File: config.mk
export PLATFORM = sky130hd
export DESIGN_NAME = store_trace_fifo
export DESIGN_NICKNAME = d
export VERILOG_FILES = /design/src/rtl/store_trace_fifo.sv
export SDC_FILE = /design/constraint.sdc
export NUM_CORES = 1
export LEC_CHECK = 0
export ABC_CLOCK_PERIOD_IN_PS = 25100
export BUFFER_PORTS_ARGS = -buffer_cell sky130_fd_sc_hd__buf_4
export CAP_MARGIN = 20
export CORE_MARGIN = 2
export CORE_UTILIZATION = 64
export DETAILED_ROUTE_END_ITERATION = 7
export PLACE_DENSITY = 0.91
export SETUP_SLACK_MARGIN = 0.4
export SYNTH_ARGS = -nofsm -noshare
export SYNTH_HDL_FRONTEND = slang
export SYNTH_SLANG_ARGS = --single-unit
File: constraint.sdc
create_clock -name clk -period 25.1 [get_ports clk]
set_input_delay 5.02 -clock clk [delete_from_list [all_inputs] [get_ports clk]]
set_output_delay 5.02 -clock clk [all_outputs]
set_load 0.02 [all_outputs]
File: src/rtl/store_trace_fifo.sv
// Store trace FIFO: captures every core data-memory store into a first-word-fall-through
// FIFO drained by a valid/ready stream. Optional signature checker: STORE_TRACE_SIGNATURE_CHECK_EN.
module store_trace_fifo #(
  parameter int unsigned DEPTH      = 8,
  parameter logic [31:0] PASS_ADDR  = 32'd84,
  parameter logic [31:0] PASS_DATA  = 32'd7,
  parameter logic [31:0] ALLOW_ADDR = 32'd80
) (
  input  logic                     clk,
  input  logic                     reset,
  input  logic                     memwrite,
  input  logic [31:0]              dataadr,
  input  logic [31:0]              writedata,
  output logic                     out_valid,
  input  logic                     out_ready,
  output logic [31:0]              out_addr,
  output logic [31:0]              out_data,
  output logic [$clog2(DEPTH):0]   count,
  output logic                     overflow,
  output logic                     done,
  output logic                     pass
);

  localparam int unsigned AW = $clog2(DEPTH);
  localparam int unsigned CW = AW + 1;

  typedef struct packed {
    logic [31:0] addr;
    logic [31:0] data;
  } entry_t;

  entry_t          mem [DEPTH];
  logic [AW-1:0]   head;
  logic [AW-1:0]   tail;
  logic            full;
  logic            pop;
  logic            push;

  assign full      = (count == CW'(DEPTH));
  assign out_valid = (count != '0);
  assign pop       = out_valid && out_ready;
  // A pop in the same edge frees the slot, so a push into a full FIFO is still accepted.
  assign push      = memwrite && (!full || pop);

  assign out_addr  = mem[head].addr;
  assign out_data  = mem[head].data;

  // Pointers, occupancy and sticky drop flag.
  always_ff @(posedge clk) begin
    if (!reset) begin
      head     <= '0;
      tail     <= '0;
      count    <= '0;
      overflow <= 1'b0;
    end else begin
      if (push) tail <= tail + AW'(1);
      if (pop)  head <= head + AW'(1);
      case ({push, pop})
        2'b10:   count <= count + CW'(1);
        2'b01:   count <= count - CW'(1);
        default: count <= count;
      endcase
      if (memwrite && !push) overflow <= 1'b1;
    end
  end

  // Storage array; no reset needed since out_valid qualifies the head.
  always_ff @(posedge clk) begin
    if (reset && push) mem[tail] <= '{addr: dataadr, data: writedata};
  end

`ifdef STORE_TRACE_SIGNATURE_CHECK_EN
  typedef enum logic [1:0] {
    ST_RUN  = 2'd0,
    ST_PASS = 2'd1,
    ST_FAIL = 2'd2
  } state_t;

  state_t state;
  state_t state_next;

  always_ff @(posedge clk) begin
    if (!reset) state <= ST_RUN;
    else        state <= state_next;
  end

  // Pass signature wins over the stray-address fail; every store is judged, dropped or not.
  always_comb begin
    state_next = state;
    if (state == ST_RUN && memwrite) begin
      if (dataadr == PASS_ADDR && writedata == PASS_DATA) state_next = ST_PASS;
      else if (dataadr != ALLOW_ADDR)                     state_next = ST_FAIL;
    end
  end

  assign done = (state != ST_RUN);
  assign pass = (state == ST_PASS);
`else
  logic unused_sig_cfg;
  assign unused_sig_cfg = ^{PASS_ADDR, PASS_DATA, ALLOW_ADDR};
  assign done = 1'b0;
  assign pass = 1'b0;
`endif

endmodule

==> summary.md <==
| Metric | Value |
|---|---|
| Outcome | `complete, no violations` |
| Quantity of gates resized following cts | `0` |
| Worst hold margin | `around 0.49 ns` |
| Cell type with the highest aggregate area in the netlist | `sky130_fd_sc_hd__edfxtp_1` |
| Clock tree buffer depth | `3` |
| CP Depth | `4` |
| Worst endpoint required time | `20.08 ns` |
| Area taken by flip-flops and latches | `15700 um2` |
| Fraction of registers with async set/reset | `0` |
| Layout Skew | `roughly 0.015 ns` |
| Master of the slowest instance on the critical path | `sky130_fd_sc_hd__buf_4` |
| Sink Count | `~530` |
| Cells after synthesis | `836` |
| Yosys warns | `0` |
| Total Routing Usage GR | `0.246` |
| Summed instance area of the synthesized netlist | `around 20000 um2` |
| Overall power | `between 2000 and 2500 uW` |
| Global-route wire length before repair | `59300 um` |
| Overall die width | `181 um` |
| Total number of H-tree levels | `2` |
| Count of pins over their slew limit | `0` |
| Kind of cell adding the most delay to the critical path | `buffers and inverters` |
| Share of the clock period used by the worst path after layout | `0.329` |
| Combined buffer and inverter count along the critical path | `2` |
| Number of unique standard cell types used by synthesis | `38` |
| Chip Height | `181 um` |
| Setup repair bufs after CTS | `0` |
| Die Footprint | `32700 um2` |
| Buffers added on ports | `137` |
| Ratio of cells with drive above 1 in the final layout | `0.417` |
| Final RePlAce weighted congestion | `0.730` |
| Kind of capture point of the worst setup path | `output port` |
| Worst hold path stage count | `2` |
| # hold bufs at CTS | `0` |
| Total routed wirelength | `slightly below 40000 um` |
| RSZ-0062 raised after global routing | `no` |
| Slew HR | `0.254` |
| Initial antenna violation count | `2` |
| Largest net degree at the start of global routing | `80` |
| Category of the critical setup timing path | `flip-flop to output port` |
| Number of top-level pins | `140` |
| Fillers | `1570` |
| Area of the core region | `roughly 30000 um2` |
| Clock edge transition at the registers on the reported setup and hold paths | `around 0.06 ns` |
| Vias | `9165` |
| Lkg Pwr | `0.00738 uW` |
| Avg Cell Area, Syn | `24.0 um2` |
| Slew @ Worst Pin | `1.12 ns` |
| Power per cell area | `slightly below 100 nW/um2` |
| Library cell with the highest instance count after synthesis | `sky130_fd_sc_hd__edfxtp_1` |
| Post-synthesis register bit count | `526` |
| Total clock buffers created by CTS | `49` |
| Grt ovf | `0` |
| Placed wire-length estimate after detailed placement | `20200 um` |
| Initial Util | `0.653` |
| Commonest cells in the netlist | `sky130_fd_sc_hd__edfxtp_1 (512), sky130_fd_sc_hd__mux4_2 (128), sky130_fd_sc_hd__mux2_2 (64), sky130_fd_sc_hd__dfxtp_1 (14), sky130_fd_sc_hd__nor2_1 (13)` |
| Shortest period the worst path allows | `~8.3 ns` |
| Vias in the first global route | `9751` |
| Number of nets in the layout | `around 1100` |
| Synth-to-Final Area Change | `15.0%` |
| Critical-path cell list | `buf_4, mux4_2, mux2_2, buf_4` |
| Most common flop cell mapped by yosys | `sky130_fd_sc_hd__edfxtp_1` |
| Most Frequent Cell on Critical Path | `sky130_fd_sc_hd__buf_4` |
| Avg WL per Cell | `27.5 um` |
| EDFF count, synth | `between 500 and 600` |
| TritonCTS clock tree | `yes` |
| Worst endpoint data arrival time | `3.24 ns` |
| Clock latency on the worst-skew pair | `approximately 0.56 ns` |
| Footprint of the multi-input gates | `4130 um2` |
| Via density | `6.39` |
| Number of nets with antenna violations after routing | `0` |
| HP Class | `flip-flop to flip-flop` |
| Portion of the post-synthesis area used by sequential elements | `0.782` |
| Maximum Capacitance Violations | `0` |
| Starting DRT DRC Count | `slightly above 800` |
| Number of detailed-routing iterations run before antenna repair | `6` |
| Max Clk Rate | `121 MHz` |
| Final setup violation count | `0` |
| # DRC | `0` |
| Fin Setup TNS | `0 ns` |
| Worst reg2reg path depth | `9` |
| CP peak stage delay | `0.82 ns` |
| Peak ir drop on the vdd network | `about 0.1 mV` |
| Sort of element at the start of the critical path | `flip-flop` |
| Cell types with the largest area share after synthesis | `sky130_fd_sc_hd__edfxtp_1 (77%), sky130_fd_sc_hd__mux4_2 (14%), sky130_fd_sc_hd__mux2_2 (3.6%)` |
| Rows | `64` |
| Clock Tree Root | `sky130_fd_sc_hd__clkbuf_16` |
| Area fraction of the dominant cell type after synthesis | `0.768` |
| Highest net fanout along the worst path | `46` |
| Hold Violations, Final | `0` |
-- registers in the layout, indices dropped and copies added, names as in the netlist, named ones only --
register  cells
count         4
head          3
mem         512
overflow      1
tail          3
-- final timing paths --
kind / from / end / slack, ns
setup reg to reg: count[0] / count[3] / 22.46
hold reg to reg: overflow / overflow / 0.49
hold / removal: overflow / overflow / 0.49
setup / recovery: flip-flop / out_data[24] / 16.84
-- layout by cell type (no fill, tap or decap), types with 2 or more instances in the layout --
| cell | synthesis | routed |
|---|---|---|
| sky130_fd_sc_hd__edfxtp_1 | 512 | 512 |
| sky130_fd_sc_hd__nor4_2 | 0 | 3 |
| sky130_fd_sc_hd__nand2_1 | 5 | 5 |
| sky130_fd_sc_hd__clkbuf_16 | 0 | 50 |
| sky130_fd_sc_hd__nor3_2 | 0 | 4 |
| sky130_fd_sc_hd__xnor2_1 | 3 | 3 |
| sky130_fd_sc_hd__clkinv_2 | 0 | 12 |
| sky130_fd_sc_hd__conb_1 | 1 | 2 |
| sky130_fd_sc_hd__dfxtp_4 | 0 | 3 |
| sky130_fd_sc_hd__clkbuf_1 | 12 | 12 |
| sky130_fd_sc_hd__inv_1 | 5 | 5 |
| sky130_fd_sc_hd__ha_1 | 4 | 4 |
| sky130_fd_sc_hd__mux2_2 | 64 | 64 |
| sky130_fd_sc_hd__or4b_2 | 2 | 2 |
| sky130_fd_sc_hd__mux2i_1 | 3 | 3 |
| sky130_fd_sc_hd__buf_4 | 5 | 156 |
| sky130_fd_sc_hd__nand2b_1 | 3 | 3 |
| sky130_fd_sc_hd__o211ai_1 | 2 | 2 |
| sky130_fd_sc_hd__o21ai_0 | 2 | 2 |
| sky130_fd_sc_hd__buf_16 | 0 | 2 |
| sky130_fd_sc_hd__bufinv_16 | 0 | 3 |
| sky130_fd_sc_hd__a21oi_1 | 2 | 2 |
| sky130_fd_sc_hd__nand3_1 | 4 | 4 |
| sky130_fd_sc_hd__xor2_1 | 3 | 3 |
| sky130_fd_sc_hd__dfxtp_1 | 14 | 11 |
| sky130_fd_sc_hd__nor2_1 | 13 | 12 |
| sky130_fd_sc_hd__nor3_1 | 7 | 3 |
| sky130_fd_sc_hd__mux4_2 | 128 | 128 |
| sky130_fd_sc_hd__clkinv_1 | 0 | 9 |
-- where the power goes --
group	switching [uW]	internal, uW
combinational	243	267
sequential	33.0	991
clock	299	395
total	575	1650
-- cell type report --
| cell class | instances | area share |
|---|---|---|
| tap | 396 | 0.0215 |
| sequential | 526 | 0.680 |
| multi-input combinational | 262 | 0.179 |
| clock inverter | 25 | 0.00869 |
| inverter | 5 | 0.000815 |
| clock buffer | 62 | 0.0563 |
| timing repair buffer | 158 | 0.0532 |
| antenna | 1 | 0.000109 |
-- per-layer routing --
metal / part of all wire / global-route usage / vias up
met5: 0.00020 / 0 / -
met4: 0.034 / 0.0903 / 2
li1: - / - / 3881
met3: 0.081 / 0.0526 / 95
met1: 0.37 / 0.326 / 4744
met2: 0.51 / 0.409 / 443
-- logic make-up (layout without fill, tap and decap cells) --
kind of cell | Yosys count | after routing | synth area share
adder cells (fa/ha/maj) | 5 | 5 | 0.00350
other | 1 | 3 | 0.000187
flip-flops | 526 | 526 | 0.782
AO/OA/AOI/OAI | 13 | 13 | 0.00531
XOR/XNOR | 6 | 6 | 0.00262
buffers and inverters | 49 | 250 | 0.0147
multiplexers | 195 | 195 | 0.181
AND/OR/NAND/NOR | 41 | 41 | 0.0106
-- worst min-delay path: cells and delay by family, from the launching register on --
kind	cells	cell delay [ns]
DFF	1	0.31
and+or+nand+nor	2	0.13
-- stage by stage --
stage / area, um2 / cells / utilization / setup slack, ns
finish: 23000 / 1435 / 0.751 / 16.84
detailed placement: 21500 / 1345 / 0.700 / 17.23
global placement: 21500 / 1345 / 0.700 / 17.24
CTS: 23000 / 1432 / 0.749 / 16.62
floorplan: 20000 / 837 / - / 12.83
global route: 23000 / 1434 / 0.751 / 16.59
No activity file was read; power rests on OpenSTA's default activity.
